File: src/rtl/nubus_pkg.sv
// Shared definitions for the NuBus master controller: state encoding,
// default configuration constants and the requester-index width helper.
package nubus_pkg;

  typedef enum logic [2:0] {
    ST_IDLE,
    ST_ARB,
    ST_LOCK_ATN,
    ST_START,
    ST_DATA,
    ST_NULL_ATN
  } nub_state_e;

  localparam int NUBUS_NUM_REQ    = 2;
  localparam int NUBUS_TMO_W      = 8;
  localparam int NUBUS_TMO_CYCLES = 200;

  // Index width for n requesters, never narrower than one bit.
  function automatic int sel_width(input int n);
    return (n > 1) ? $clog2(n) : 1;
  endfunction

endpackage

File: src/rtl/nubus_rr_sel.sv
// Round-robin requester picker: returns the first valid index found when
// searching upward (with wrap) from the start pointer.
module nubus_rr_sel
  import nubus_pkg::*;
#(
  parameter int NUM_REQ = NUBUS_NUM_REQ
) (
  input  logic [NUM_REQ-1:0]            valid,
  input  logic [sel_width(NUM_REQ)-1:0] start,
  output logic [sel_width(NUM_REQ)-1:0] idx,
  output logic                          any
);

  localparam int SEL_W = sel_width(NUM_REQ);
  localparam int PW    = SEL_W + 1;

  logic [PW-1:0] pos;

  // Walk from the farthest candidate back toward start so the nearest wins.
  always_comb begin
    idx = '0;
    any = 1'b0;
    pos = '0;
    for (int k = NUM_REQ - 1; k >= 0; k--) begin
      pos = {1'b0, start} + PW'(k);
      if (pos >= PW'(NUM_REQ)) pos = pos - PW'(NUM_REQ);
      if (valid[pos[SEL_W-1:0]]) begin
        idx = pos[SEL_W-1:0];
        any = 1'b1;
      end
    end
  end

endmodule

File: src/rtl/nubus_master_mc.sv
// Multi-requester NuBus master: arbitration, address/data cycles, locked
// sequences. Define NUBUS_MASTER_TIMEOUT_EN to enable the ACK-wait abort.
module nubus_master_mc
  import nubus_pkg::*;
#(
  parameter int NUM_REQ    = NUBUS_NUM_REQ,
  parameter int TMO_W      = NUBUS_TMO_W,
  parameter int TMO_CYCLES = NUBUS_TMO_CYCLES
) (
  input  logic                          nub_clkn,
  input  logic                          nub_reset,
  input  logic                          nub_rqstn,
  input  logic                          nub_startn,
  input  logic                          nub_ackn,
  input  logic                          arb_grant,
  input  logic [NUM_REQ-1:0]            req_valid,
  input  logic [NUM_REQ-1:0]            req_lock,
  output logic [NUM_REQ-1:0]            req_done,
  output logic [NUM_REQ-1:0]            req_err,
  output logic [sel_width(NUM_REQ)-1:0] req_sel,
  output logic                          arbcy,
  output logic                          adrcy,
  output logic                          dtacy,
  output logic                          owner,
  output logic                          busy,
  output logic                          locked,
  output logic                          timeout_o
);

  localparam int SEL_W = sel_width(NUM_REQ);

  if (NUM_REQ < 1 || NUM_REQ > 8 || TMO_CYCLES < 1 || TMO_CYCLES >= (1 << TMO_W)) begin : g_bad_cfg
    $error("nubus_master_mc: parameter out of range");
  end

  nub_state_e       state;
  logic             arbdn;
  logic [SEL_W-1:0] rr_ptr;
  logic [SEL_W-1:0] rr_idx;
  logic             rr_any;
  logic             bus_start;
  logic             bus_ack;
  logic             bus_rqst;
  logic             win;

  assign bus_start = ~nub_startn;
  assign bus_ack   = ~nub_ackn;
  assign bus_rqst  = ~nub_rqstn;
  assign win       = arbcy & arbdn & arb_grant &
                     ((~busy & ~bus_start) | (busy & bus_ack));

  function automatic logic [NUM_REQ-1:0] sel_onehot(input logic [SEL_W-1:0] s);
    return NUM_REQ'(1) << s;
  endfunction

  nubus_rr_sel #(.NUM_REQ(NUM_REQ)) u_rr_sel (
    .valid (req_valid),
    .start (rr_ptr),
    .idx   (rr_idx),
    .any   (rr_any)
  );

  // Foreign-transaction tracker and the one-clock arbitration delay flag.
  always_ff @(posedge nub_clkn) begin
    if (nub_reset) begin
      busy  <= 1'b0;
      arbdn <= 1'b0;
    end else begin
      busy  <= busy ? ~bus_ack : (bus_start & ~bus_ack);
      arbdn <= arbcy & ~bus_start;
    end
  end

`ifdef NUBUS_MASTER_TIMEOUT_EN
  logic [TMO_W-1:0] tmo_cnt;
`else
  assign req_err   = '0;
  assign timeout_o = 1'b0;
`endif

  always_ff @(posedge nub_clkn) begin
    if (nub_reset) begin
      state    <= ST_IDLE;
      req_sel  <= '0;
      rr_ptr   <= '0;
      req_done <= '0;
      arbcy    <= 1'b0;
      adrcy    <= 1'b0;
      dtacy    <= 1'b0;
      owner    <= 1'b0;
      locked   <= 1'b0;
`ifdef NUBUS_MASTER_TIMEOUT_EN
      req_err   <= '0;
      timeout_o <= 1'b0;
      tmo_cnt   <= '0;
`endif
    end else begin
      req_done <= '0;
`ifdef NUBUS_MASTER_TIMEOUT_EN
      req_err   <= '0;
      timeout_o <= 1'b0;
`endif
      case (state)
        ST_IDLE: begin
          if (rr_any && !bus_rqst) begin
            state   <= ST_ARB;
            arbcy   <= 1'b1;
            req_sel <= rr_idx;
            rr_ptr  <= (rr_idx == SEL_W'(NUM_REQ - 1)) ? '0 : rr_idx + 1'b1;
          end
        end
        ST_ARB: begin
          if (win) begin
            owner <= 1'b1;
            adrcy <= 1'b1;
            // A locked sequence keeps arbcy asserted until NULL_ATN ends.
            if (req_lock[req_sel]) begin
              state  <= ST_LOCK_ATN;
              locked <= 1'b1;
            end else begin
              state <= ST_START;
              arbcy <= 1'b0;
            end
          end
        end
        ST_LOCK_ATN: state <= ST_START;
        ST_START: begin
          state <= ST_DATA;
          adrcy <= 1'b0;
          dtacy <= 1'b1;
        end
        ST_DATA: begin
          if (bus_ack) begin
            dtacy    <= 1'b0;
            req_done <= sel_onehot(req_sel);
            if (locked) begin
              state <= ST_NULL_ATN;
              adrcy <= 1'b1;
            end else begin
              state <= ST_IDLE;
              owner <= 1'b0;
            end
`ifdef NUBUS_MASTER_TIMEOUT_EN
            tmo_cnt <= '0;
          end else if (tmo_cnt == TMO_W'(TMO_CYCLES - 1)) begin
            state     <= ST_IDLE;
            tmo_cnt   <= '0;
            dtacy     <= 1'b0;
            owner     <= 1'b0;
            locked    <= 1'b0;
            arbcy     <= 1'b0;
            timeout_o <= 1'b1;
            req_done  <= sel_onehot(req_sel);
            req_err   <= sel_onehot(req_sel);
          end else begin
            tmo_cnt <= tmo_cnt + 1'b1;
`endif
          end
        end
        ST_NULL_ATN: begin
          state  <= ST_IDLE;
          adrcy  <= 1'b0;
          owner  <= 1'b0;
          locked <= 1'b0;
          arbcy  <= 1'b0;
        end
        default: state <= ST_IDLE;
      endcase
    end
  end

endmodule

File: config.mk
export PLATFORM = sky130hd
export DESIGN_NAME = nubus_master_mc
export DESIGN_NICKNAME = d
export VERILOG_FILES = /design/src/rtl/nubus_pkg.sv /design/src/rtl/nubus_rr_sel.sv /design/src/rtl/nubus_master_mc.sv
export SDC_FILE = /design/constraint.sdc
export NUM_CORES = 1
export LEC_CHECK = 0
export ABC_AREA = 1
export BUFFER_PORTS_ARGS = -buffer_cell sky130_fd_sc_hd__buf_2
export CAP_MARGIN = 25
export CORE_ASPECT_RATIO = 1.25
export CORE_MARGIN = 10
export CORE_UTILIZATION = 30
export DETAILED_ROUTE_END_ITERATION = 7
export PLACE_DENSITY = 0.58
export SLEW_MARGIN = 20
export SYNTH_ARGS = -nofsm -noshare
export SYNTH_HDL_FRONTEND = slang
export SYNTH_HIERARCHICAL = 1
export SYNTH_SLANG_ARGS = --single-unit
File: constraint.sdc
create_clock -name nub_clkn -period 1.6 [get_ports nub_clkn]
set_clock_uncertainty 0.1 [all_clocks]
set_input_delay 0.32 -clock nub_clkn [delete_from_list [all_inputs] [get_ports nub_clkn]]
set_output_delay 0.32 -clock nub_clkn [all_outputs]
set_load 0.005 [all_outputs]
-- Yosys cells after proc, flatten, opt, wreduce, memory -nomap -nowiden
Index checks and enable logic that the tools add are counted.
- $add $sub $neg: 4
- $lt $le $gt $ge: 5
- eq/ne operators: 12
- shift-type cells: 1
- muxes and demuxes: 36
- bitwise logic cells: 12
- reductions and logical operators: 16
- operators by type and width (kind ; number):
    1-bit 2-to-1 mux ; 26
    3-bit one-hot mux with 5 select lines ; 1
    2-bit != test, second input constant ; 7
    3-bit 2-to-1 mux ; 4
    4-bit AND reduction ; 3
    1-bit one-hot mux with 3 select lines ; 3
    3-bit nonzero test ; 3
    1-bit AND ; 7
    3-bit by 2-bit == test with 1-bit output, second input constant ; 2
    3-bit == test, second input constant ; 2
    1-bit by 2-bit < comparator with 1-bit output, second input constant ; 3
    3-bit AND reduction ; 2
    1-bit inverter ; 4
    1-bit one-hot mux with 2 select lines ; 2
    2-bit AND reduction ; 2
    2-bit nonzero test ; 2
    3-bit by 1-bit == test with 1-bit output, second input constant ; 1
    3-bit logical NOT ; 1
    3-bit OR reduction ; 1
    1-bit by 1-bit adder with 2-bit output, second input constant ; 1
    1-bit by 2-bit >= comparator with 1-bit output, second input constant ; 1
    2-bit >= comparator, second input constant ; 1
    2-bit OR reduction ; 1
    1-bit by 1-bit left shift with 2-bit output, first input constant ; 1
    4 further kinds ; 5
- register bits: 14
- input bits: 10
- output and inout bits: 12
- logic and storage cells: 97

-- Depth between registers and ports, before layout
Gate-level depths: netlist of run 1.
- depth after elaboration: 10
- mapped depth: 9
- depth with buffers taken out: 9

-- Hierarchy
The synthesis of run 1 kept the hierarchy.
- modules (own cells, without submodules) (module ; instances ; cells an instance ; area each (sq um) ; sequential area each (sq um)):
    nubus_master_mc ; 1 ; 108 ; 721.9 ; 280.3
    nubus_rr_sel ; 1 ; 4 ; 18.8 ; 0.0

-- Worst setup path before layout of run 1
No wires, ideal clock.
- path kind: reg2reg
- start: reg state[2]
- end: reg owner
- setup time: 113 ps
- arrival: 983 ps
- required time: 1387 ps
- slack: 404 ps
- cell stages (with the launch flop): 8
- path buffers: 0
- period minus slack after synthesis: 1196 ps
- path through: dfxtp_1 nand2_1 nor2_1 nor2_1 nand3_1 nand2_1 nand2_1 nor2_1
- word-level cells in the longest chain between the ends: 3
- elaborated cells between the ends (all ways): 9
- those cells by class: 6 x eq/ne; 1 x mux; 2 x reduce/logical
- ends and longest elaborated chain (what ; line ; RTL):
    start: declaration ; nubus_master_mc.sv:36 ; nub_state_e state;
    start signal: assignment ; nubus_master_mc.sv:83 ; state <= ST_IDLE;
    start signal: assignment ; nubus_master_mc.sv:106 ; state <= ST_ARB;
    start signal: assignment ; nubus_master_mc.sv:118 ; state <= ST_LOCK_ATN;
    3-bit == test / 3-bit by 1-bit == test with 1-bit output (equally long branches) ; nubus_master_mc.sv:103 ; case (state)
    2-bit != test (no source line) / 3-bit nonzero test (equally long branches) ; n/a ;
    4-bit AND reduction (no source line) ; n/a ;
    end signal: assignment ; nubus_master_mc.sv:90 ; owner <= 1'b0;
    end signal: assignment ; nubus_master_mc.sv:114 ; owner <= 1'b1;
    end signal: assignment ; nubus_master_mc.sv:141 ; owner <= 1'b0;
    end: declaration ; nubus_master_mc.sv:24 ; output logic owner,
Parallel ways exist; a longest one is shown, timed or not.
A chain may end at the register's enable or synchronous reset.

-- Final worst setup path of run 1
- start: reg state[1]
- end: reg owner
The elaborated chain is that of the path after synthesis.

==> results of run 1 <==
## critical path, delay by kind of cell, from the launching register on
kind          cells  cell delay [ps]
buf+inv           1              110
flops             1              340
simple gates      7              700
## where the power goes
part	internal (mW)	switching [mW]	total, mW
Combinational	0.248	0.417	0.665
Sequential	0.430	0.0774	0.508
Clock	0.139	0.119	0.257
## state kept, by name (all words and copies together), names as in the netlist
signal,cells
arbcy,1
arbdn,1
busy,1
dtacy,1
locked,1
req_done,2
state,3
rr_ptr,1
req_sel,1
owner,1
adrcy,1
## through the flow
stage	util, %	hold WS [ps]	worst slack [ps]
final	37.03	169.8	263.2
after global routing	37.03	174.5	137.6
after CTS	37.03	164.2	268.5
after detailed placement	35.52	342.8	228.2
after global placement	35.52	342.3	263.3
after floorplan	-	337.7	403.5
## cells by family (layout without fill, tap and decap cells)
| family | count (synthesis) | in the layout | share of synthesized area, % |
|---|---|---|---|
| AOI/OAI and AO/OA | 13 | 13 | 9.966 |
| buffers and inverters | 25 | 43 | 14.19 |
| DFF | 14 | 14 | 37.84 |
| other | 1 | 3 | 0.5063 |
| and+or+nand+nor | 59 | 59 | 37.50 |
## layout make-up
type	count	area share [%]
multi-input combinational	75	40.79
sequential	14	31.50
timing repair buffer	18	10.13
inverter	21	8.861
tap	33	4.641
clock buffer	4	4.079
## per-layer routing
| metal | GRT usage (%) | share of wire, % |
|---|---|---|
| met5 | 0 | 0 |
| met4 | 4.286 | 2.6 |
| met3 | 3.382 | 11 |
| met2 | 12.50 | 44 |
| met1 | 7.414 | 42 |
## path summary, 6_finish.rpt
kind                                  from    end  slack, ps  depth (start not counted)
worst max-delay path              state[1]  owner        260                          8
worst min-delay path            nub_startn  arbdn        170                          3
worst max register to register    state[1]  owner        260                          8
worst min register to register       adrcy  adrcy        350                          2
## layout by cell type, fill, tap and decap left out
master    instances
a21oi_1           7
nand4_1           2
nor3_1            2
dfxtp_1          14
or2_1             1
conb_1            3
a21oi_2           1
inv_1            17
nand2_1          25
clkbuf_8          1
a211oi_1          1
nor2_1           13
nand2_2           4
buf_2            18
nor2_4            2
nand2_4           1
o21ai_0           3
clkbuf_4          3
nand3_1           7
and3_1            1
o211ai_1          1
nor2_2            1
inv_2             4
==> impl_results.md, run 1 <==
* Fmax at between 700 and 800 MHz
* Ant diodes at 0
* Synth Cell Area at between 700 and 800 um2
* Full die area at 0.004869 mm2
* Routed vias at 725
* Critical Path Most Common Cell: nand2_1
* Layout cell share with drive strength beyond 1 at between 20% and 30%
* H-tree depth at 1
* Starting Density at 30.83%
* Worst Hold Class: input port to flip-flop
* Crit Path Class: flip-flop to flip-flop
* Mean Syn Cell Area at 6.613 um2
* GRT overflow at 0
* Chip Width at between 60 and 70 um
* Crit path max-delay cell type: dfxtp_1
* I/O Buffers at 18
* First-pass GRT wire length at 2877 um
* Synth Warn # at 6
* Tmin final at 1337 ps
* Clk sinks at 14
* Finished Layout Cells at 165
* Crit-path max cell delay at 340 ps
* FP Rows at 20
* Max clock buf depth at 2
* Resize count post-CTS at 0
* Async S/R FF share, synth at 0%
* #FFs+latches synth at 14
* Status: finished clean
* Routability cong. at 0.7772
* Num CTS Buffers at 3
* Synth unique cells at 22
* Design Power at between 1 and 1.5 mW
* Fin. max-slew vios at 0
* Top cells by area, synth: dfxtp_1 38%, nand2_1 13%, inv_1 8.6%, nor2_1 6.6%, a21oi_1 4.7%
* Power per cell area at 1607 mW/mm2
* ANT nets after route at 0
* I/O pin cnt at 22
* Reg clk slew, reported paths at around 90 ps
* Main synth FF type: dfxtp_1
* Vias in the first global route at 663
* Max cap viols at 0
* Pin count of the biggest net entering global routing at 9
* RSZ-0062 raised after global routing: false
* DRC at 0
* WL/cell at just over 10 um
* Fillers at 275
* Total routed wirelength at 1690 um
* Final setup violation count at 0
* Initial antenna violation count at 0
* Die H at 75.56 um
* CTS tree: yes
* CP Launch Type: flip-flop
* Fin crit share at 83.55%
* Global Route Usage Sum at 7.388%
* Clock latency at the later pin of the worst-skew pair at between 200 and 300 ps
* WP data required at approximately 1700 ps
* Inst Count DP at 161
* Post-cts hold buffer count at 0
* Nets@finish at 143
* Post-CTS setup buffers at 0
* DR vias/cell at between 4 and 5
* EDFF count, synth at 0
* Root buffer cell: clkbuf_4
* Initial DRT Pass Iterations at 4
* Arrival time worst endpoint at 1420 ps
* Finished Cell Area at 889.6 um2
* Top-count cell post-synth: nand2_1
* Area Overhead vs Synth at 20.10%
* Setup TNS at 0 ps
* Crit-path cells: inv_2 -> nand2_1 -> nor2_4 -> nand2_4 -> nand3_1 -> nand2_1 -> nand2_1 -> nor2_1
* Placed cell area at 853.3 um2
* CP Max Fanout at 6
* Synth top area share at 37.84%
* Core Area at about 0.0024 mm2
* Register area share after synthesis at 37.84%
* Seq. cell area at between 200 and 300 um2
* Synth top cells by count: 25 x nand2_1, 17 x inv_1, 14 x dfxtp_1, 13 x nor2_1
* P_leak at 0.4314 nW
* Area of the multi-input gates at ~360 um2
* Synth area leader: dfxtp_1
* Final number of hold-violating endpoints at 0
* VDD IR max at 646.4 uV
* Syn Inst Count at 112
* DP HPWL at between 1000 and 1500 um
* Crit end category: flip-flop
* DRT iter0 DRCs at 33
Power figures use the tool's default switching activity.
==> run 2, diff against run 1 <==
--- a/config.mk
+++ b/config.mk
@@ -5,14 +5,14 @@
 export SDC_FILE = /design/constraint.sdc
 export NUM_CORES = 1
 export LEC_CHECK = 0
-export ABC_AREA = 1
+export ABC_AREA = 0
 export BUFFER_PORTS_ARGS = -buffer_cell sky130_fd_sc_hd__buf_2
 export CAP_MARGIN = 25
 export CORE_ASPECT_RATIO = 1.25
 export CORE_MARGIN = 10
 export CORE_UTILIZATION = 30
 export DETAILED_ROUTE_END_ITERATION = 7
-export PLACE_DENSITY = 0.58
+export PLACE_DENSITY = 0.6
 export SLEW_MARGIN = 20
 export SYNTH_ARGS = -nofsm -noshare
 export SYNTH_HDL_FRONTEND = slang
==> constraint.sdc (replaced) <==
create_clock -name nub_clkn -period 1.2 [get_ports nub_clkn]
set_clock_uncertainty 0.1 [all_clocks]
set_input_delay 0.24 -clock nub_clkn [delete_from_list [all_inputs] [get_ports nub_clkn]]
set_output_delay 0.24 -clock nub_clkn [all_outputs]
set_load 0.005 [all_outputs]
==> run 2 against run 1 <==
  * The flow now finishes with violations (negative setup slack)
  * Sequential cell count stayed put
  * First-iteration DRC count down 39%
  * Clock power rose by 35%
  * Via count rose by 1.7%
  * Core utilization rose by 11 points
  * Cell count is 6.1% lower
==> impl_results.md, run 2 <==
* Status: finished, violations left
* Violated checks: negative setup slack
* First-pass GRT wire length at 3436 um (+19%)
* Fin crit share at 116.3% (+33 points)
* CP Launch Type: flip-flop
* DR vias/cell at 4.755 (+8.2%)
* Adder-cell share of the synthesized area at 0% (unchanged)
* Internal power at 0.7544 mW (-7.7%)
* Post-synthesis mux area share at 2.832% (+2.8 points)
* FP Rows at 19 (-5.0%)
* Fin worst setup slack at -195.5 ps (-458.7 ps)
* XOR/XNOR share of the synthesized area at 0% (unchanged)
* Ant diodes at 0 (unchanged)
* Root buffer cell: clkbuf_4
* Main synth FF type: dfxtp_1
* EDFF count, synth at 0 (unchanged)
* DRC at 0 (unchanged)
* Placed cell area at 914.6 um2 (+7.2%)
* Top cells by area, synth: dfxtp_1 40%, nor2b_1 6.2%, nor2_1 5.3%, a21oi_1 4.2%, buf_4 4.2%
* Routed vias at 737 (+1.7%)
* Routability cong. at 0.7323 (-5.8%)
* Mean Syn Cell Area at 8.317 um2 (+26%)
* Final number of hold-violating endpoints at 0 (unchanged)
* Post-cts hold buffer count at 0 (unchanged)
* Initial DRT Pass Iterations at 4 (unchanged)
* Top-count cell post-synth: dfxtp_1
* Sw Ratio at 25.12% (-18 points)
* Synth area leader: dfxtp_1
* Finished Layout Cells at 155 (-6.1%)
* WL/cell at 13.48 um (+32%)
* Synth top cells by count: 14 x dfxtp_1, 10 x nor2_1, 7 x nor2b_1, 6 x a21oi_1, 5 x inv_1
* Crit-path max cell delay at 510 ps (+170 ps)
* Pin count of the biggest net entering global routing at 14 (+5)
* Simple-gate share of the synthesized area at 26.90% (-11 points)
* Total routed wirelength at 2090 um (+24%)
* Tmin final at 1395 ps (+58.65 ps)
* Final core occ at 47.76% (+11 points)
* Crit end category: flip-flop
* Finished Cell Area at 0.001067 mm2 (+20%)
* Synth top area share at 39.65% (+1.8 points)
* P_sw at 0.2531 mW (-59%)
* Fin. max-slew vios at 0 (unchanged)
* Synth Warn # at 6 (unchanged)
* Max clock buf depth at 2 (unchanged)
* DRT iter0 DRCs at 20 (-39%)
* Starting Density at 31.63% (+0.80 points)
* Async S/R FF share, synth at 0% (unchanged)
* RSZ-0062 raised after global routing: true
* H-tree depth at 1 (unchanged)
* Full die area at 0.004711 mm2 (-3.3%)
* Commonest non-fill, non-tap cell in the layout: buf_4
* Clk sinks at 14 (unchanged)
* Synth Cell Area at 706.9 um2 (-4.6%)
* Setup TNS at -848.0 ps (-848.0 ps)
* #FFs+latches synth at 14 (unchanged)
* Fmax at 716.6 MHz (-4.2%)
* ANT nets after route at 0 (unchanged)
* Hold path cells at 3 (unchanged)
* Final setup violation count at 12 (+12)
* Vias in the first global route at 776 (+17%)
* Max cap viols at 0 (unchanged)
* Commonest non-fill, non-tap cells in the layout: 19 x buf_4, 17 x buf_2, 10 x nor2_1
* Max FFs per register at 3 (unchanged)
* Fin Hold WS at 83.94 ps (-85.89 ps)
* Die H at 74.28 um (-1.7%)
* Clock power share at 34.3% (+16 points)
* Nets@finish at 135 (-5.6%)
* I/O pin cnt at 22 (unchanged)
* GRT overflow at 0 (unchanged)
* CTS tree: yes
* Initial antenna violation count at 0 (unchanged)
* Reg clk slew, reported paths at 90 ps (about the same)
* P_leak at 0.4889 nW (+13%)
* Synth unique cells at 32 (+45%)
* R2R depth at 3 (-5)
* Arrival time worst endpoint at 1520 ps (+100 ps)
* CP Max Fanout at 6 (unchanged)
* Register area share after synthesis at 39.65% (+1.8 points)
* Power per cell area at 944.0 mW/mm2 (-41%)
* Area Overhead vs Synth at 50.97%
* Buf/Inv on CP at 0 (-1)
* Syn Inst Count at 85 (-24%)
* Seq pwr share at 48.2% (+13 points)
* Worst Hold Class: input port to flip-flop
* Crit Path Class: flip-flop to flip-flop
* Inst Count DP at 143 (-11%)
* Num CTS Buffers at 3 (unchanged)
* Levels on crit path at 3 (-5)
* Reg-to-reg setup timing slack at -200 ps (-460 ps)
* VDD IR max at 367.5 uV (-43%)
* Comb power frac at 17.5% (-29 points)
* WP data required at 1320 ps (-370 ps)
* Compound-Gate Fraction of Synth Area at 20.53% (+11 points)
* I/O Buffers at 18 (unchanged)
* Largest family of logic cells by synthesized area: simple AND/OR/NAND/NOR gates
* Worst path top cell family by delay: simple AND/OR/NAND/NOR gates
* Top Registers: state: 3 flops, req_done: 2 flops
* Global Route Usage Sum at 9.209% (+1.8 points)
* Chip Width at 63.42 um (-1.6%)
* Clock latency at the later pin of the worst-skew pair at 280 ps (about the same)
* Layout cell share with drive strength beyond 1 at 49.19% (+23 points)
* Register name with the most flops: state
* Crit path max-delay cell type: or4_4
* Core Area at 0.002235 mm2 (-7.0%)
* DP HPWL at 1444 um (+5.5%)
* Crit-path cells: or4_4 -> or2_1 -> a21oi_2
## run 2: changes by cell type after synthesis, moves of 3 or more
cell / change
nor2b_1: +7
nand2_2: -4
nor2_1: -3
inv_2: -4
nand2_1: -21
nand2b_1: +4
nand3_1: -7
inv_1: -12
## run 2: per-stage QoR
| step | power (mW) | setup slack [ps] |
|---|---|---|
| after global placement | 0.6437 | -316.3 |
| after CTS | 1.008 | -194.0 |
| after detailed placement | 0.6470 | -350.0 |
| after global routing | 1.069 | -247.8 |
| after floorplan | 0.5846 | -205.4 |
| final | 1.008 | -195.5 |
## run 2: path summary, 6_finish.rpt
kind                   start          end
setup / recovery    state[2]       rr_ptr
hold / removal    nub_startn        arbdn
setup reg to reg    state[2]       rr_ptr
hold reg to reg      req_sel  req_done[0]
## run 2: per-layer routing
layer	up-vias	routed length [um]	GRT usage [%]
li1	365	-	-
met1	357	784	8.041
met2	13	1171	17.67
met3	2	84	1.802
met4	0	51	8.273
met5	-	0	0
## run 2: power groups by stage
stage	registers (mW)	clock network, mW	logic [mW]
2_1_floorplan	0.498	0	0.0864
3_3_place_gp	0.497	0	0.147
3_5_place_dp	0.498	0	0.149
4_1_cts	0.486	0.357	0.165
5_1_grt	0.487	0.386	0.196
6_report	0.485	0.346	0.176
## run 2: logic make-up after synthesis
group	Yosys count
AO/OA/AOI/OAI	21
buffers and inverters	12
AND/OR/NAND/NOR	35
flip-flops	14
other	1
multiplexers	2
## run 2: cell type report
type	count	area, um2
inverters	5	18.77
clock buffers	4	36.28
multi-input cells	61	414.1
repair buffers	40	266.5
fillers	239	1167
well taps	31	38.79
flip-flops and latches	14	292.8
## run 2: worst min-delay path, cell delays in order
cell	delay [ps]
buf_2	100
nand2_1	60
nor2_1	30
## run 2: what timing repair did
action | 4_1_cts | 5_1_grt
setup buffers | 7 | 2
gates resized for setup | 12 | 6
pin swaps | 4 | 2
setup endpoints to repair | 12 | 15
hold endpoints to repair | 0 | 0
cloned | 0 | 0
